File: src/rtl/operand_alu_seq.sv
// Handshaked arithmetic stage: single-cycle ALU ops plus an iterative
// square-and-multiply POW with fixed EXP_WIDTH-cycle latency.
module operand_alu_seq #(
    parameter int unsigned WIDTH     = 16,
    parameter int unsigned EXP_WIDTH = 5
) (
    input  logic             clk,
    input  logic             rst,
    input  logic             in_valid,
    output logic             in_ready,
    input  logic [2:0]       in_op,
    input  logic [WIDTH-1:0] in_a,
    input  logic [WIDTH-1:0] in_b,
    output logic             out_valid,
    input  logic             out_ready,
    output logic [WIDTH-1:0] out_result,
    output logic             out_flag,
    output logic             busy
);

    localparam int unsigned SH_W  = $clog2(WIDTH);
    localparam int unsigned CNT_W = $clog2(EXP_WIDTH + 1);

    localparam logic [2:0] OP_ADD = 3'd0;
    localparam logic [2:0] OP_SUB = 3'd1;
    localparam logic [2:0] OP_AND = 3'd2;
    localparam logic [2:0] OP_OR  = 3'd3;
    localparam logic [2:0] OP_XOR = 3'd4;
    localparam logic [2:0] OP_SLL = 3'd5;
    localparam logic [2:0] OP_DIV = 3'd6;
    localparam logic [2:0] OP_POW = 3'd7;

    typedef enum logic {
        IDLE,
        ITER
    } state_t;

    state_t               state;
    logic [WIDTH-1:0]     acc;
    logic [WIDTH-1:0]     base;
    logic [EXP_WIDTH-1:0] exp_bits;
    logic [CNT_W-1:0]     cnt;

    logic                 accept;
    logic [WIDTH:0]       sum_ext;
    logic [WIDTH-1:0]     alu_result;
    logic                 alu_flag;
    logic [WIDTH-1:0]     acc_mul;
    logic [WIDTH-1:0]     base_sq;
    logic [WIDTH-1:0]     acc_step;

    // Accept only when idle and the output register is empty or draining.
    assign in_ready = (state == IDLE) && (!out_valid || out_ready);
    assign accept   = in_valid && in_ready;

    assign sum_ext  = {1'b0, in_a} + {1'b0, in_b};

    // Products wrap at WIDTH bits by construction.
    assign acc_mul  = acc * base;
    assign base_sq  = base * base;
    assign acc_step = exp_bits[0] ? acc_mul : acc;

    // Single-cycle operation datapath.
    always_comb begin
        alu_result = '0;
        alu_flag   = 1'b0;
        case (in_op)
            OP_ADD: begin
                alu_result = sum_ext[WIDTH-1:0];
                alu_flag   = sum_ext[WIDTH];
            end
            OP_SUB: begin
                alu_result = in_a - in_b;
                alu_flag   = (in_a < in_b);
            end
            OP_AND: alu_result = in_a & in_b;
            OP_OR:  alu_result = in_a | in_b;
            OP_XOR: alu_result = in_a ^ in_b;
            OP_SLL: alu_result = in_a << in_b[SH_W-1:0];
            OP_DIV: begin
                if (in_b == '0) begin
                    alu_result = '0;
                    alu_flag   = 1'b1;
                end else begin
                    alu_result = in_a / in_b;
                end
            end
            default: begin
                alu_result = '0;
                alu_flag   = 1'b0;
            end
        endcase
    end

    // Control, output register and POW iteration state.
    always_ff @(posedge clk) begin
        if (rst) begin
            state      <= IDLE;
            out_valid  <= 1'b0;
            out_result <= '0;
            out_flag   <= 1'b0;
            busy       <= 1'b0;
            acc        <= '0;
            base       <= '0;
            exp_bits   <= '0;
            cnt        <= '0;
        end else begin
            if (out_valid && out_ready) begin
                out_valid <= 1'b0;
            end
            case (state)
                IDLE: begin
                    if (accept) begin
                        if (in_op == OP_POW) begin
                            state    <= ITER;
                            acc      <= WIDTH'(1);
                            base     <= in_a;
                            exp_bits <= in_b[EXP_WIDTH-1:0];
                            cnt      <= CNT_W'(EXP_WIDTH);
                            busy     <= 1'b1;
                        end else begin
                            out_result <= alu_result;
                            out_flag   <= alu_flag;
                            out_valid  <= 1'b1;
                        end
                    end
                end
                ITER: begin
                    acc      <= acc_step;
                    base     <= base_sq;
                    exp_bits <= exp_bits >> 1;
                    cnt      <= cnt - CNT_W'(1);
                    // Fixed iteration count: no early exit on a zero exponent.
                    if (cnt == CNT_W'(1)) begin
                        state      <= IDLE;
                        busy       <= 1'b0;
                        out_result <= acc_step;
                        out_flag   <= 1'b0;
                        out_valid  <= 1'b1;
                    end
                end
                default: state <= IDLE;
            endcase
        end
    end

endmodule

File: config.mk
export PLATFORM = sky130hd
export DESIGN_NAME = operand_alu_seq
export DESIGN_NICKNAME = d
export VERILOG_FILES = /design/src/rtl/operand_alu_seq.sv
export SDC_FILE = /design/constraint.sdc
export NUM_CORES = 1
export LEC_CHECK = 0
export CORE_MARGIN = 10
export CORE_UTILIZATION = 32
export CTS_BUF_LIST = sky130_fd_sc_hd__clkbuf_2 sky130_fd_sc_hd__clkbuf_4 sky130_fd_sc_hd__clkbuf_8
export DETAILED_ROUTE_END_ITERATION = 10
export GPL_TIMING_DRIVEN = 0
export MAX_ROUTING_LAYER = met4
export PLACE_DENSITY = 0.48
export SETUP_SLACK_MARGIN = 0.02
export SLEW_MARGIN = 10
export SYNTH_ARGS = -nofsm -noshare
export SYNTH_HDL_FRONTEND = slang
export SYNTH_SLANG_ARGS = --single-unit
File: constraint.sdc
create_clock -name clk -period 69.5 [get_ports clk]
set_clock_uncertainty 0.15 [all_clocks]
set_input_delay 13.9 -clock clk [delete_from_list [all_inputs] [get_ports clk]]
set_output_delay 13.9 -clock clk [all_outputs]
set_load 0.1 [all_outputs]
==> metrics.cfg <==
[run_status]
status=completed

[timing]
relSlewSlack_pct=16.1
hold_viol_final=0
fmax_ghz=0.0203
worst_slew_pin_slew_ps=1260
period_minus_slack_ps=49320
setup_viol=0
period_share_pct=71.0
finalSetupTns_ps=0
whs_ps=335
rsz0062_at_grt=no
drv_slew=0

[floorplanning]
initial_utilization_pct=32.4
die_x_um=268
core_um2=60600
pin_count=59
fp-row-count=90
fp.dieH_um=268
dieArea_um2=71600

[pwr]
power_density_nw_per_um2=9.37
p_leak_nw=9.74
max-vdd-ir-drop_mv=0.0103

[critical_path]
cp-start-kind=input pin
crit_required_ps=69600
crit_arrival_ps=49420
crit_path_max_fanout=23
cp-end-kind=flip-flop
path_class=in2reg
slowest_delay_ps=1080
worst_path_max_delay_cell=a2111oi_1

[cts]
clk_pin_slew_ps=90
clk_path_buf_depth=2
cts_buffers=9
cts.htree.levels=3
postCtsSetupBuffers=0
cts_hold_buffers=0
insertion_delay_ps=350
cts_tree=done
cts_root_buffer=clkbuf_8
cts_resized=0
cts.sinks=60

[logic_synthesis]
yosys.area.top_type=ha_1
synth_edf_count=0
yosysWarnings=0
async_flop_share_pct=0
synth.cell_area_um2=19600
synth_area_leaders=ha_1 (18%), fa_1 (15%), dfxtp_1 (6.1%), inv_1 (6.0%), nand2_1 (4.5%)
syn-mean-instance-area_um2=7.63
synth_flop_cell=dfxtp_1
synthDominantCellAreaShare_pct=17.9
syn-instance-count=2572
synth_cell_type_count=92
synth_seq_cells=60
synth_commonest_cells=inv_1 (313), ha_1 (281), nand2_1 (236)
yosysMostFrequentCell=inv_1
syn-num-nets=3043
yosysSeqAreaShare_pct=6.12

[detailed_routing]
drc=0
ant_nets=0
wl_um=74700
dr.pass1.iters=5
route.vias.total=19100
routedWlPerCell_um=21.8
viasPerCell=5.57
drt-initial-drc-count=1209

[global_routing]
grt_pass1_wl_um=115000
grt_util_all_layers_pct=21.2
grt_pass1_vias=19300
grt-ovfl-total=0
grt_max_degree=25
antenna_found_initial=2

[cells_and_area]
drive_gt1_share_pct=3.63
area_delta_synth_final_pct=8.88
fillers=6513
nNetsFinal=3109

[job]
cap_violations=0

[hold_path]
min_path_type=reg2reg

[place]
dp_hpwl_um=61000
portBuffers=55
gp_congestion=0.935

worst max-delay path, delay by kind of cell:
| family | cells | cell delay, ps |
|---|---|---|
| adder cells (fa/ha/maj) | 16 | 5080 |
| buffers and inverters | 13 | 5730 |
| AND/OR/NAND/NOR | 22 | 5020 |
| AO/OA/AOI/OAI | 64 | 19630 |
cell type report:
class,instances,area [µm²],area share (%)
antenna,1,2.50,0.0117
buffer,123,465,2.18
clock buffer,9,124,0.580
clock inverter,7,81.3,0.381
inverter,316,1190,5.56
multi-input combinational,2073,16800,78.5
sequential,60,1200,5.62
tap,782,978,4.58
timing repair buffer,55,551,2.58
per-layer routing:
metal  vias up  track usage [%]  share of wire (%)
li1       9125                -                  -
met3       113             1.13                3.1
met1      9387             25.1                 43
met2       464             37.9                 51
met5         -                -                  0
met4         0             6.67                3.2
final timing paths:
| path | start | to | slack, ps | cells after the start |
|---|---|---|---|---|
| max | in_b[0] | out_result[0] | 20180 | 115 |
| min | exp_bits[2] | exp_bits[1] | 340 | 2 |
| max reg2reg | base[6] | out_result[14] | 62240 | 20 |
| min reg2reg | exp_bits[2] | exp_bits[1] | 340 | 2 |
metrics by stage:
step / utilization (%) / setup WS [ps] / total power, W / area (µm²) / std cells
after floorplan: - / 28860 / 0.000128 / 19600 / 2572
after global placement: 34.9 / 19310 / 0.000163 / 21100 / 3409
after detailed placement: 34.9 / 20110 / 0.000165 / 21200 / 3409
after CTS: 35.3 / 20380 / 0.000199 / 21400 / 3425
after global routing: 35.3 / 17570 / 0.000215 / 21400 / 3426
final: 35.3 / 20180 / 0.000200 / 21400 / 3426
sequential cells by signal, summed over array words and instances (netlist names):
register,flops
out_flag,1
exp_bits,5
busy,1
cnt,3
out_valid,1
acc,16
state,1
base,16
out_result,16
power breakdown:
part / total (W) / switching [W] / internal, W
combinational: 0.000128 / 0.0000812 / 0.0000470
sequential: 0.0000380 / 0.00000204 / 0.0000360
clock: 0.0000339 / 0.0000168 / 0.0000171
total: 0.000200 / 0.000100 / 0.000100
cell families after synthesis:
kind of cell    synth area share [%]
simple gates                    19.7
flops                           6.12
mux                             4.15
compound gates                  22.7
xor+xnor                        5.56
fa+ha+maj                       33.3
buf+inv                         8.42
cell usage in the layout, fill, tap and decap left out, types with 27 or more instances in the layout:
cell type / n
a211oi_1: 51
a21o_1: 40
a21oi_1: 154
a31oi_1: 32
and2_1: 98
clkbuf_1: 112
clkdlybuf4s50_1: 55
dfxtp_1: 60
fa_1: 151
ha_1: 281
inv_1: 313
mux2i_1: 36
nand2_1: 236
nand3_1: 39
nor2_1: 199
nor2b_1: 27
nor3_1: 79
o21a_1: 47
o21ai_0: 100
xnor2_1: 89
xor2_1: 33
Power figures use the tool's default switching activity.
